[src/rtl/fifo_wr_arbiter.sv]
// Round-robin arbiter sharing one FIFO write port; bursts of up to MAX_BURST beats, 1 idle cycle per grant.
// fifo_full stalls the owner without losing the grant; FIFO_WR_ARB_STATS_EN adds per-requester beat counters.
module fifo_wr_arbiter #(
   parameter int NUM_REQ   = 4,
   parameter int DATA_W    = 8,
   parameter int MAX_BURST = 4
) (
   input  logic                       clk,
   input  logic                       reset,
   input  logic [NUM_REQ-1:0]         req,
   input  logic [NUM_REQ*DATA_W-1:0]  req_data,
   output logic [NUM_REQ-1:0]         gnt,
   input  logic                       fifo_full,
   output logic                       fifo_wr,
   output logic [DATA_W-1:0]          fifo_data,
   output logic                       busy,
   output logic [$clog2(NUM_REQ)-1:0] owner,
   output logic [NUM_REQ*16-1:0]      stat_cnt
);

   localparam int OW = $clog2(NUM_REQ);
   localparam int BW = $clog2(MAX_BURST) + 1;

   typedef enum logic {IDLE, BURST} state_t;

   state_t            state, state_nxt;
   logic [OW-1:0]     owner_nxt;
   logic [BW-1:0]     beat_cnt, beat_nxt;
   logic [DATA_W-1:0] req_slice [NUM_REQ];
   logic              own_req;
   logic              wr_ok;
   logic              pick_vld;
   logic [OW-1:0]     pick_idx;

   for (genvar gi = 0; gi < NUM_REQ; gi++) begin : g_slice
      assign req_slice[gi] = req_data[gi*DATA_W +: DATA_W];
   end

   assign own_req = req[owner];
   // Reset gates the write so nothing lands in the FIFO during the reset cycle.
   assign wr_ok   = (state == BURST) && own_req && !fifo_full && !reset;

   always_ff @(posedge clk) begin
      if (reset) begin
         state    <= IDLE;
         owner    <= OW'(NUM_REQ - 1);
         beat_cnt <= '0;
      end else begin
         state    <= state_nxt;
         owner    <= owner_nxt;
         beat_cnt <= beat_nxt;
      end
   end

   always_comb begin
      pick_vld = 1'b0;
      pick_idx = owner;
      for (int i = 1; i <= NUM_REQ; i++) begin
         if (!pick_vld && req[(int'(owner) + i) % NUM_REQ]) begin
            pick_vld = 1'b1;
            pick_idx = OW'((int'(owner) + i) % NUM_REQ);
         end
      end
   end

   always_comb begin
      state_nxt = state;
      owner_nxt = owner;
      beat_nxt  = beat_cnt;
      case (state)
         IDLE: begin
            if (pick_vld && !fifo_full) begin
               state_nxt = BURST;
               owner_nxt = pick_idx;
               beat_nxt  = '0;
            end
         end
         BURST: begin
            if (!own_req) begin
               state_nxt = IDLE;
            end else if (wr_ok) begin
               if (beat_cnt == BW'(MAX_BURST - 1))
                  state_nxt = IDLE;
               else
                  beat_nxt = beat_cnt + 1'b1;
            end
         end
         default: state_nxt = IDLE;
      endcase
   end

   always_comb begin
      busy      = (state == BURST);
      fifo_wr   = wr_ok;
      gnt       = '0;
      fifo_data = '0;
      if (wr_ok) begin
         gnt[owner] = 1'b1;
         fifo_data  = req_slice[owner];
      end
   end

`ifdef FIFO_WR_ARB_STATS_EN
   logic [15:0] stat_q [NUM_REQ];

   always_ff @(posedge clk) begin
      for (int i = 0; i < NUM_REQ; i++) begin
         if (reset)
            stat_q[i] <= '0;
         else if (gnt[i] && stat_q[i] != 16'hFFFF)
            stat_q[i] <= stat_q[i] + 16'd1;
      end
   end

   for (genvar gs = 0; gs < NUM_REQ; gs++) begin : g_stat
      assign stat_cnt[gs*16 +: 16] = stat_q[gs];
   end
`else
   assign stat_cnt = '0;
`endif

endmodule
[config.mk]
export PLATFORM = sky130hd
export DESIGN_NAME = fifo_wr_arbiter
export DESIGN_NICKNAME = d
export VERILOG_FILES = /design/src/rtl/fifo_wr_arbiter.sv
export SDC_FILE = /design/constraint.sdc
export NUM_CORES = 1
export LEC_CHECK = 0
export ABC_AREA = 1
export CORE_MARGIN = 5
export CORE_UTILIZATION = 32
export CTS_CLUSTER_DIAMETER = 100
export CTS_CLUSTER_SIZE = 20
export DETAILED_ROUTE_END_ITERATION = 6
export GPL_TIMING_DRIVEN = 0
export PLACE_DENSITY = 0.83
export RECOVER_POWER = 25
export SETUP_SLACK_MARGIN = 0.2
export SLEW_MARGIN = 20
export SYNTH_ARGS = -nofsm -noshare
export SYNTH_HDL_FRONTEND = slang
export SYNTH_SLANG_ARGS = --single-unit
[constraint.sdc]
create_clock -name clk -period 2.2 [get_ports clk]
set_input_delay 0.22 -clock clk [delete_from_list [all_inputs] [get_ports clk]]
set_output_delay 0.22 -clock clk [all_outputs]
set_load 0.01 [all_outputs]
# After elaboration in Yosys (flattened, before gate mapping)

Index checks and enable logic that the tools add are counted.

Register bits after elaboration: 6
Input port bits: 39
Output and inout bits: 80
Word-level logic and storage cells: 85

$add $sub $neg: 5
$lt $le $gt $ge: 7
Eq/ne operators: 5
Mux-type cells: 39
Bitwise logic cells: 6
Reduce and logical (&&, ||, !) cells: 20

Operator list:

| kind                                                       | count |
|---|---|
| two-way mux 8 bit                                          | 3 |
| two-way mux 1 bit                                          | 18 |
| binary-select mux 8 bit (select 2 bit)                     | 1 |
| less-than comparator 3 x 4 -> 1 bit, second input constant | 4 |
| two-way mux 3 bit                                          | 4 |
| binary-select mux 1 bit (select 2 bit)                     | 5 |
| logical AND 1 bit                                          | 8 |
| two-way mux 2 bit                                          | 4 |
| OR reduction 2 bit                                         | 4 |
| != test 2 bit, second input constant                       | 3 |
| one-hot mux 3 bit (2 select lines)                         | 1 |
| logical NOT 1 bit                                          | 5 |
| adder 2 x 1 -> 2 bit, second input constant                | 2 |
| adder 2 bit, second input constant                         | 2 |
| bitwise AND 1 bit, first input constant                    | 4 |
| two-way mux 4 bit                                          | 1 |
| AND reduction 4 bit                                        | 1 |
| nonzero test 4 bit                                         | 1 |
| adder 3 x 1 -> 3 bit, second input constant                | 1 |
| == test 3 x 2 -> 1 bit, second input constant              | 1 |
| >= comparator 3 bit, second input constant                 | 1 |
| less-than comparator 2 x 3 -> 1 bit, second input constant | 1 |
| NOT 2 -> 3 bit                                             | 1 |
| AND reduction 3 bit                                        | 1 |
| other kinds (5)                                            | 5 |

# Longest topological paths before layout

Gate-level depths: netlist of run 1.

Word-level depth: 19
Depth in mapped cells: 13
Mapped depth without buffers: 11

# Worst setup path after synthesis of run 1

No wires, ideal clock.

Path type: register to register
Start: reg owner[0]
End: reg beat_cnt[0]
Library setup time: 0.113 ns
Data arrival time: 1.915 ns
Data required time: 2.087 ns
Setup slack: 0.172 ns
Cell stages (with the launch flop): 13
Path buffers: 2
Period minus slack after synthesis: 2.028 ns
Path through: dfxtp_1 inv_2 buf_6 clkbuf_1 ha_1 inv_1 nand3_1 nand2_1 nand3_1 nand2_2 nand3_2 nor2_1 nor2_1

Longest elaborated chain between the ends: 17
Elaborated cells on any way between the ends: 36
Those cells by class: add/sub (4); eq/ne (3); mux (18); reduce/logical (11)

RTL lines:

| item                                                 | line | RTL |
|---|---|---|
| start, declared                                      | 17   | `output logic [$clog2(NUM_REQ)-1:0] owner,` |
| start signal, assigned                               | 46   | `owner <= OW'(NUM_REQ - 1);` |
| start signal, assigned                               | 50   | `owner <= owner_nxt;` |
| adder 2 x 1 -> 2 bit                                 | 59   | `if (!pick_vld && req[(int'(owner) + i) % NUM_REQ]) begin` |
| binary-select mux 1 bit (select 2 bit)               | 59   |  |
| two-way mux 1 bit (not written as such) (2 in a row) | 59   |  |
| two-way mux 1 bit                                    | 59   |  |
| logical NOT 1 bit                                    | 59   |  |
| logical AND 1 bit                                    | 59   |  |
| two-way mux 1 bit                                    | 59   |  |
| logical NOT 1 bit                                    | 59   |  |
| logical AND 1 bit                                    | 59   |  |
| two-way mux 1 bit                                    | 59   |  |
| logical NOT 1 bit                                    | 59   |  |
| logical AND 1 bit                                    | 59   |  |
| two-way mux 1 bit                                    | 59   |  |
| logical AND 1 bit                                    | 72   | `if (pick_vld && !fifo_full) begin` |
| != test 2 bit (no source line)                       | -    |  |
| AND reduction 4 bit (no source line) *               | -    |  |
| end signal, assigned                                 | 51   | `beat_cnt <= beat_nxt;` |
| end, declared                                        | 28   | `logic [BW-1:0] beat_cnt, beat_nxt;` |

Mark *: on every way between the ends. The rest lies on a longest branch, timed or not. The select of a mux whose other input is x is not followed.
A chain may end at the register's enable or synchronous reset.

# Worst setup path after layout of run 1

Start: reg owner[0]
End: out fifo_data[2]

Longest elaborated chain between the ends: 6
Elaborated cells on any way between the ends: 10
Those cells by class: mux (6); bitwise (1); reduce/logical (3)

RTL lines:

| item                                    | line | RTL |
|---|---|---|
| binary-select mux 1 bit (select 2 bit)  | 39   | `assign own_req = req[owner];` |
| two-way mux 1 bit (not written as such) | 39   |  |
| logical AND 1 bit (3 in a row)          | 41   | `assign wr_ok = (state == BURST) && own_req && !fifo_full && !reset;` |
| two-way mux 8 bit *                     | 97   | `if (wr_ok) begin` |
| end, declared                           | 15   | `output logic [DATA_W-1:0] fifo_data,` |

Marks and branches as above.

==> impl_metrics.py, run 1 <==
metrics = {
    "synth": {
        "synth_largest_area_cell": "buf_4",
        "ys_ff_latch": 6,
        "synth_area_leaders": "buf_4 35%, nor2_1 11%, nand2_1 9.0%",
        "synth_cells": 228,
        "synth_area_um2": 1380,
        "syn_area_per_cell_um2": 6.05,
        "yosys_warnings": 0,
        "synth_ff_type": "dfxtp_1",
        "ys_types": 22,
        "ys_seq_area_frac": 0.0870,
        "postSynth.asyncResetShare": 0,
        "synth_edf_count": 0,
        "synth_top_area_frac": 0.354,
    },
    "drt": {
        "drt_wl_total_um": 4190,
        "vias": 1602,
        "dr.first_iter.drc_count": 75,
        "drcViolationCount": 0,
        "postRouteAntennaNets": 0,
        "vias_per_cell": 3.97,
        "first_pass_iters": 4,
        "wire_per_inst_um": 10.4,
    },
    "hold_path": {
        "whs_path_depth": 2,
        "hold_path_class": "flip-flop to flip-flop",
        "hp-start": "beat_cnt[2]$_SDFFE_PP0P_",
        "min_to": "beat_cnt[2]$_SDFFE_PP0P_",
    },
    "global_routing": {
        "overflow": 0,
        "grt_max_degree": 12,
        "grt_pass1_vias": 1372,
        "grt_pass1_wl_um": 5790,
        "antenna_found_initial": 0,
        "track_usage": 0.127,
    },
    "clock_network": {
        "clk_path_buf_depth": 2,
        "root_buffer": "clkbuf_8",
        "cts_sinks": 6,
        "htree_levels": 1,
        "cts_tree": "yes",
        "clkTransAtPathRegs_ns": 0.03,
        "worstSkewPairLatency_ns": 0.22,
        "numCtsBuffers": 3,
    },
    "cells_and_area": {
        "layoutNonFillerInstCount": 404,
        "diodes": 0,
        "multi_input_area_um2": 943,
        "syn_to_final_growth_pct": 70.5,
        "final_area_um2": 2350,
        "nets": 401,
        "nFillCells": 371,
        "fin_util": 0.576,
        "drive_gt1_frac": 0.319,
        "ff_latch_area_um2": 128,
    },
    "die": {
        "die_w_um": 75.7,
        "io_pins": 119,
        "num_rows": 23,
        "start_util": 0.338,
        "die_y_um": 75.7,
        "dieArea_um2": 5730,
        "core_um2": 4090,
    },
    "power_and_ir_drop": {
        "leakage_nw": 1.34,
        "ir_worst_vdd_uv": 420,
        "p_per_area_nw_per_um2": 835,
    },
    "worst_setup_path": {
        "r2r_slack_ns": 0.32,
        "crit_type": "flip-flop to output pin",
        "cp.required_ns": 1.98,
        "cp_max_fo": 8,
        "worst_setup_path_end_kind": "output pin",
        "rr_worst_depth": 13,
        "start_kind": "flip-flop",
        "r2r_start": "owner[0]$_SDFFE_PP1P_",
        "timing.rr.end": "beat_cnt[0]$_SDFFE_PP0P_",
        "critPathArrivalTime_ns": 1.69,
    },
    "run_status": {
        "status": "finished, final reports clean",
    },
    "sta": {
        "timing.fmax_ghz": 0.523,
        "finalCritPeriodShare": 0.870,
        "hold_viol_final": 0,
        "setup_viol": 0,
        "maxSlewViolCount": 0,
        "grt_setup_unrepaired": "true",
        "clock_skew_ns": 0.00219,
        "min_period_ns": 1.91,
    },
    "placement": {
        "dpl.cell_count": 395,
        "place_area_um2": 2220,
        "dp.final_hpwl_um": 3360,
        "port_buffers": 54,
        "routabilityCongestion": 0.785,
    },
    "job": {
        "maxCapViolCount": 0,
    },
}
[where the power goes]
group	internal (mW)	total (mW)	switching [mW]
sequential	0.178	0.253	0.0757
combinational	0.679	1.55	0.867
clock	0.118	0.166	0.0481
total	0.975	1.96	0.990
[per-layer routing]
layer | track usage | wire, um
met5 | 0 | 0
met1 | 0.140 | 1550
met3 | 0.0211 | 516
met4 | 0.0408 | 31
met2 | 0.245 | 2090
[area by class of cell]
| type | instances | area share |
|---|---|---|
| plain buffers | 71 | 0.233 |
| clock buffers | 3 | 0.0175 |
| inverters | 17 | 0.0282 |
| multi-input cells | 197 | 0.401 |
| flip-flops and latches | 6 | 0.0542 |
| well taps | 50 | 0.0266 |
| repair buffers | 60 | 0.239 |
[synthesized netlist by cell type (4+ instances only)]
master	number
inv_1	16
nand2_2	5
nor2_2	5
ha_1	6
dfxtp_1	6
a21oi_2	5
a21oi_1	4
nor2_1	40
nand3_1	14
buf_4	65
o21ai_0	16
nand2_1	33
[stage by stage]
| step | setup slack, ns | hold WS [ns] | power, mW | setup TNS (ns) |
|---|---|---|---|---|
| final | 0.287 | 0.486 | 1.96 | 0 |
| after global routing | 0.168 | 0.511 | 2.18 | 0 |
| after CTS | 0.208 | 0.491 | 1.85 | 0 |
| after detailed placement | -0.148 | 0.478 | 1.58 | -1.53 |
| after global placement | -0.101 | 0.465 | 1.55 | -0.942 |
| after floorplan | 0.280 | 0.289 | 1.23 | 0 |
[worst max-delay path: stages (launching register included)]
cell,delay [ns]
dfxtp_4,0.38
inv_4,0.05
buf_6,0.13
nand2_2,0.07
nand3_2,0.06
nand2_2,0.08
nand2_2,0.07
nor2_4,0.13
nand2_4,0.09
clkbuf_16,0.17
a21oi_2,0.09
buf_2,0.14
[registers in the layout (all words and copies together) (netlist names)]
register,count
beat_cnt,3
owner,2
busy,1
[logic make-up after synthesis]
family | count (synthesis) | share of synthesized area
and+or+nand+nor | 100 | 0.314
DFF | 6 | 0.0870
buffers and inverters | 88 | 0.428
other | 1 | 0.00272
AOI/OAI and AO/OA | 27 | 0.114
adders and majority gates | 6 | 0.0544
[timing repair]
item	CTS	global route
pin swaps	0	3
hold buffers	0	0
setup buffers	3	2
resized for setup	30	36
endpoints found under the setup margin	19	18
cloned	0	1
[layout by cell type (no fill, tap or decap), drive strengths merged, types with 3 or more instances in the layout]
master          n
conb           64
dfxtp           6
a21oi           9
o21ai          16
inv            17
nor2           45
clkbuf         10
nand3          16
clkdlybuf4s15   3
clkdlybuf4s50  34
ha              6
dlygate4sd3     3
nand2          38
dlymetal6s2s    4
buf            80
[how the worst max path moves through the flow]
stage,from,end,slack (ns),cells past startpoint
3_3_place_gp,req[1],fifo_data[2],-0.10,11
3_5_place_dp,owner[0]$_SDFFE_PP1P_,beat_cnt[0]$_SDFFE_PP0P_,-0.15,13
5_1_grt,owner[1]$_SDFFE_PP1P_,beat_cnt[0]$_SDFFE_PP0P_,0.17,12
6_report,owner[0]$_SDFFE_PP1P_,fifo_data[2],0.29,11
4_1_cts,req[3],gnt[0],0.21,11
2_1_floorplan,owner[0]$_SDFFE_PP1P_,beat_cnt[0]$_SDFFE_PP0P_,0.28,12
Note: power is estimated with default switching activity, not from simulation.
==> inputs of run 2 (changes only) <==
Settings changed: CORE_UTILIZATION 32 to 23, PLACE_DENSITY 0.83 to 0.64.
==> impl_metrics.py, run 2 (synthesized netlist as in run 1, its figures left out) <==
metrics = {
    "run_status": {
        "status": "finished, final reports clean",
    },
    "global_routing": {
        "grt_max_degree": 12,
        "grt_pass1_vias": 1371,
        "overflow": 0,
        "grt_pass1_wl_um": 6090,
        "track_usage": 0.0978,
        "antenna_found_initial": 0,
    },
    "die": {
        "die_w_um": 87.5,
        "io_pins": 119,
        "start_util": 0.234,
        "num_rows": 28,
        "dieArea_um2": 7650,
        "die_y_um": 87.5,
        "core_um2": 5890,
    },
    "clock_network": {
        "clkTransAtPathRegs_ns": 0.04,
        "clk_path_buf_depth": 2,
        "worstSkewPairLatency_ns": 0.23,
        "cts_sinks": 6,
        "cts_hold_buf": 0,
        "htree_levels": 1,
        "cts_tree": "yes",
        "numCtsBuffers": 3,
        "root_buffer": "clkbuf_8",
    },
    "drt": {
        "highest_layer": "met4",
        "postRouteAntennaNets": 0,
        "vias": 1556,
        "drcViolationCount": 0,
        "wl_met3_um": 492,
        "dr.first_iter.drc_count": 45,
        "drt_wl_total_um": 4080,
        "wl_met1_um": 1580,
        "wire_per_inst_um": 9.50,
        "first_pass_iters": 4,
        "wl_met2_um": 1990,
        "vias_per_cell": 3.63,
    },
    "placement": {
        "dp.final_hpwl_um": 3400,
        "routabilityCongestion": 0.819,
        "port_buffers": 54,
        "dpl.cell_count": 420,
        "dp_slack_ns": -0.194,
    },
    "worst_setup_path": {
        "critPathArrivalTime_ns": 1.70,
        "rr_worst_depth": 13,
        "crit_type": "input pin to output pin",
        "worst_setup_path_end_kind": "output pin",
        "start_kind": "input pin",
        "cp_max_fo": 10,
        "cp.required_ns": 1.98,
    },
    "cells_and_area": {
        "top_register": "beat_cnt",
        "mostFrequentLayoutCells": "71 x buf_4, 64 x conb_1, 40 x nor2_1, 37 x clkdlybuf4s50_1, 32 x nand2_1",
        "nets": 401,
        "largest_reg_flops": 3,
        "fin_util": 0.397,
        "final_common_cell": "buf_4",
        "drive_gt1_frac": 0.325,
        "layoutNonFillerInstCount": 429,
        "syn_to_final_growth_pct": 69.2,
        "diodes": 0,
    },
    "power_and_ir_drop": {
        "leakage_nw": 1.30,
        "ir_worst_vdd_uv": 399,
        "p_per_area_nw_per_um2": 820,
    },
    "sta": {
        "hold_viol_final": 0,
        "setup_viol": 0,
        "fin_ws_ns": 0.279,
        "finalCritPeriodShare": 0.873,
        "grt_setup_unrepaired": "true",
        "min_period_ns": 1.92,
        "maxSlewViolCount": 0,
        "setup_tns_ns": 0,
        "timing.fmax_ghz": 0.520,
        "clock_skew_ns": 0.00398,
    },
    "hold_path": {
        "hold_path_class": "flip-flop to flip-flop",
        "whs_path_depth": 2,
    },
    "job": {
        "maxCapViolCount": 0,
    },
}
## run 2: changes by cell type in the layout (fill, tap and decap cells not counted), sizes merged
cell	change
clkdlybuf4s50	+3
dlymetal6s2s	-3
clkdlybuf4s15	-3
clkbuf	-4
buf	+7
## run 2: layout make-up
class | instances | area (um^2)
Buffer | 71 | 551
Fill cell | 660 | 3550
Tap cell | 75 | 93.8
Sequential cell | 6 | 125
Multi-Input combinational cell | 197 | 937
Clock buffer | 3 | 41.3
Timing Repair Buffer | 60 | 523
Inverter | 17 | 63.8
## run 2: per-layer routing
metal / track usage / vias to the layer above
li1: - / 841
met1: 0.110 / 640
met2: 0.178 / 72
met3: 0.0360 / 3
met4: 0.0153 / 0
met5: 0 / -
## run 2: final timing paths
path | start | endpoint | slack, ns
setup / recovery | req[3] | fifo_data[2] | 0.28
hold / removal | beat_cnt[2]$_SDFFE_PP0P_ | beat_cnt[2]$_SDFFE_PP0P_ | 0.48
setup reg to reg | owner[0]$_SDFFE_PP1P_ | beat_cnt[1]$_SDFFE_PP0P_ | 0.31
hold reg to reg | beat_cnt[2]$_SDFFE_PP0P_ | beat_cnt[2]$_SDFFE_PP0P_ | 0.48
## run 2: per-stage QoR
stage                     instance area [um^2]  hold slack [ns]  total power, mW
after floorplan                           1620            0.289             1.23
after global placement                    2250            0.467             1.57
after detailed placement                  2250            0.477             1.61
after CTS                                 2340            0.486             1.83
after global routing                      2330            0.514             2.15
final                                     2330            0.477             1.92
## run 2: power breakdown
part | internal [mW] | switching [mW] | leakage, nW | total [mW]
Sequential | 0.174 | 0.0739 | 0.0495 | 0.247
Combinational | 0.658 | 0.842 | 1.23 | 1.50
Clock | 0.118 | 0.0493 | 0.0216 | 0.167
Total | 0.950 | 0.966 | 1.30 | 1.92
## run 2: critical path: stages
cell and delay, ns:
clkdlybuf4s50_1 0.48, nand2_1 0.07, nand2_1 0.11, nand2_2 0.08, nand2_4 0.08, nand2_2 0.05
nor2_2 0.10, nand2_2 0.09, buf_12 0.16, a21oi_2 0.11, clkbuf_2 0.15
## run 2: repair_timing
action,4_1_cts,5_1_grt
resized for setup,37,31
pin swaps,0,1
setup buffers,2,4
endpoints found under the setup margin,19,18
==> inputs of run 3 (changes only) <==
Settings changed: REMOVE_ABC_BUFFERS from default to 1.
==> impl_metrics.py, run 3 (synthesized netlist as in run 1, its figures left out) <==
metrics = {
    "worst_setup_path": {
        "cp_max_fo": 13,
        "cp.required_ns": 1.98,
        "crit_chain": "buf_4 > clkbuf_2 > inv_4 > o21ai_0 > a21oi_2 > buf_2",
        "critPathMaxStageDelay_ns": 0.41,
        "critPathArrivalTime_ns": 1.73,
        "worst_setup_path_end_kind": "output pin",
        "cp_slowest_cell": "dfxtp_4",
        "path_delay_family": "buffers and inverters",
        "crit_type": "flip-flop to output pin",
        "path_buf_inv": 4,
        "start_kind": "flip-flop",
    },
    "drt": {
        "first_pass_iters": 4,
        "postRouteAntennaNets": 0,
        "drt_wl_total_um": 4270,
        "drcViolationCount": 0,
        "dr.first_iter.drc_count": 67,
        "vias": 1498,
        "wire_per_inst_um": 11.2,
        "vias_per_cell": 3.92,
    },
    "power_and_ir_drop": {
        "p_per_area_nw_per_um2": 1040,
        "ir_worst_vdd_uv": 422,
        "leakage_nw": 1.06,
    },
    "global_routing": {
        "antenna_found_initial": 0,
        "grt_pass1_wl_um": 6340,
        "track_usage": 0.104,
        "grt_pass1_vias": 1435,
        "overflow": 0,
        "grt_max_degree": 14,
    },
    "clock_network": {
        "htree_levels": 1,
        "clk_path_buf_depth": 2,
        "cts_tree": "yes",
        "root_buffer": "clkbuf_8",
        "worstSkewPairLatency_ns": 0.23,
        "cts_sinks": 6,
        "clkTransAtPathRegs_ns": 0.04,
        "numCtsBuffers": 3,
    },
    "sta": {
        "maxSlewViolCount": 0,
        "setup_viol": 0,
        "timing.fmax_ghz": 0.513,
        "min_period_ns": 1.95,
        "grt_setup_unrepaired": "true",
        "hold_viol_final": 0,
        "clock_skew_ns": 0.00543,
        "finalCritPeriodShare": 0.886,
    },
    "die": {
        "num_rows": 28,
        "io_pins": 119,
        "core_um2": 5890,
        "start_util": 0.234,
        "dieArea_um2": 7650,
        "die_y_um": 87.5,
        "die_w_um": 87.5,
    },
    "cells_and_area": {
        "ff_latch_area_um2": 128,
        "drive_gt1_frac": 0.241,
        "top_register": "beat_cnt",
        "mostFrequentLayoutCells": "64 x conb_1, 40 x nor2_1, 35 x clkdlybuf4s50_1, 27 x nand2_1, 21 x buf_4",
        "largest_reg_flops": 3,
        "final_area_um2": 2100,
        "final_common_cell": "conb_1",
        "syn_to_final_growth_pct": 51.9,
        "multi_input_area_um2": 1020,
        "layoutNonFillerInstCount": 382,
        "nFillCells": 630,
        "diodes": 0,
        "nets": 354,
    },
    "placement": {
        "dp.final_hpwl_um": 2740,
        "port_buffers": 54,
        "place_area_um2": 1720,
        "routabilityCongestion": 0.737,
        "dpl.cell_count": 349,
    },
    "job": {
        "maxCapViolCount": 0,
    },
    "hold_path": {
        "hold_path_class": "flip-flop to flip-flop",
    },
    "run_status": {
        "status": "finished, final reports clean",
    },
}
run 3: timing repair:
action | 4_1_cts | 5_1_grt
gates resized for setup | 52 | 25
gates cloned | 2 | 0
pin swaps | 5 | 5
setup buffers | 24 | 4
setup endpoints to repair | 20 | 16
hold buffers | 0 | 0
run 3: path summary, 6_finish.rpt:
kind / startpoint / to / slack, ns / cells after the start
setup / recovery: owner[0]$_SDFFE_PP1P_ / fifo_data[5] / 0.25 / 6
hold / removal: beat_cnt[2]$_SDFFE_PP0P_ / beat_cnt[2]$_SDFFE_PP0P_ / 0.48 / 2
setup reg to reg: owner[0]$_SDFFE_PP1P_ / beat_cnt[0]$_SDFFE_PP0P_ / 0.26 / 17
hold reg to reg: beat_cnt[2]$_SDFFE_PP0P_ / beat_cnt[2]$_SDFFE_PP0P_ / 0.48 / 2
run 3: worst register-to-register path, stage by stage (launching register included):
cell,delay [ns]
dfxtp_4,0.38
inv_8,0.08
nand2_4,0.05
buf_6,0.11
buf_4,0.11
buf_4,0.12
buf_4,0.12
buf_4,0.12
buf_6,0.10
buf_6,0.11
nand3_4,0.07
nand2_4,0.06
nand3_4,0.07
nand2_4,0.07
nand3_4,0.10
nand2_1,0.06
nand2_1,0.06
nor2_1,0.04
run 3: metrics by stage:
stage          hold WS, ns  setup WS, ns  setup TNS (ns)  total power [mW]   util
6_report             0.482         0.251               0              2.19  0.356
5_1_grt              0.533         0.101               0              2.44  0.356
4_1_cts              0.490        0.0938               0              1.99  0.340
3_5_place_dp         0.482        -0.860          -13.29              1.44  0.293
3_3_place_gp         0.466        -0.876          -13.31              1.41  0.293
2_1_floorplan        0.289       -0.0131         -0.0392              1.08      -
run 3: layout make-up:
| cell class | instances | area share |
|---|---|---|
| inverter | 17 | 0.0358 |
| sequential | 6 | 0.0609 |
| tap | 75 | 0.0447 |
| clock buffer | 3 | 0.0197 |
| timing repair inverter | 1 | 0.00298 |
| multi-input combinational | 198 | 0.488 |
| timing repair buffer | 82 | 0.348 |
run 3: layer usage:
metal | track usage | vias to the layer above | wire (um)
li1 | - | 750 | -
met4 | 0.0335 | 0 | 48
met3 | 0.0227 | 6 | 496
met1 | 0.101 | 661 | 1450
met5 | 0 | - | 0
met2 | 0.211 | 81 | 2280
run 3: power by group:
group	total, mW	internal (mW)	switching (mW)
logic	1.76	0.771	0.985
registers	0.265	0.178	0.0871
clock network	0.169	0.118	0.0507
total	2.19	1.07	1.12
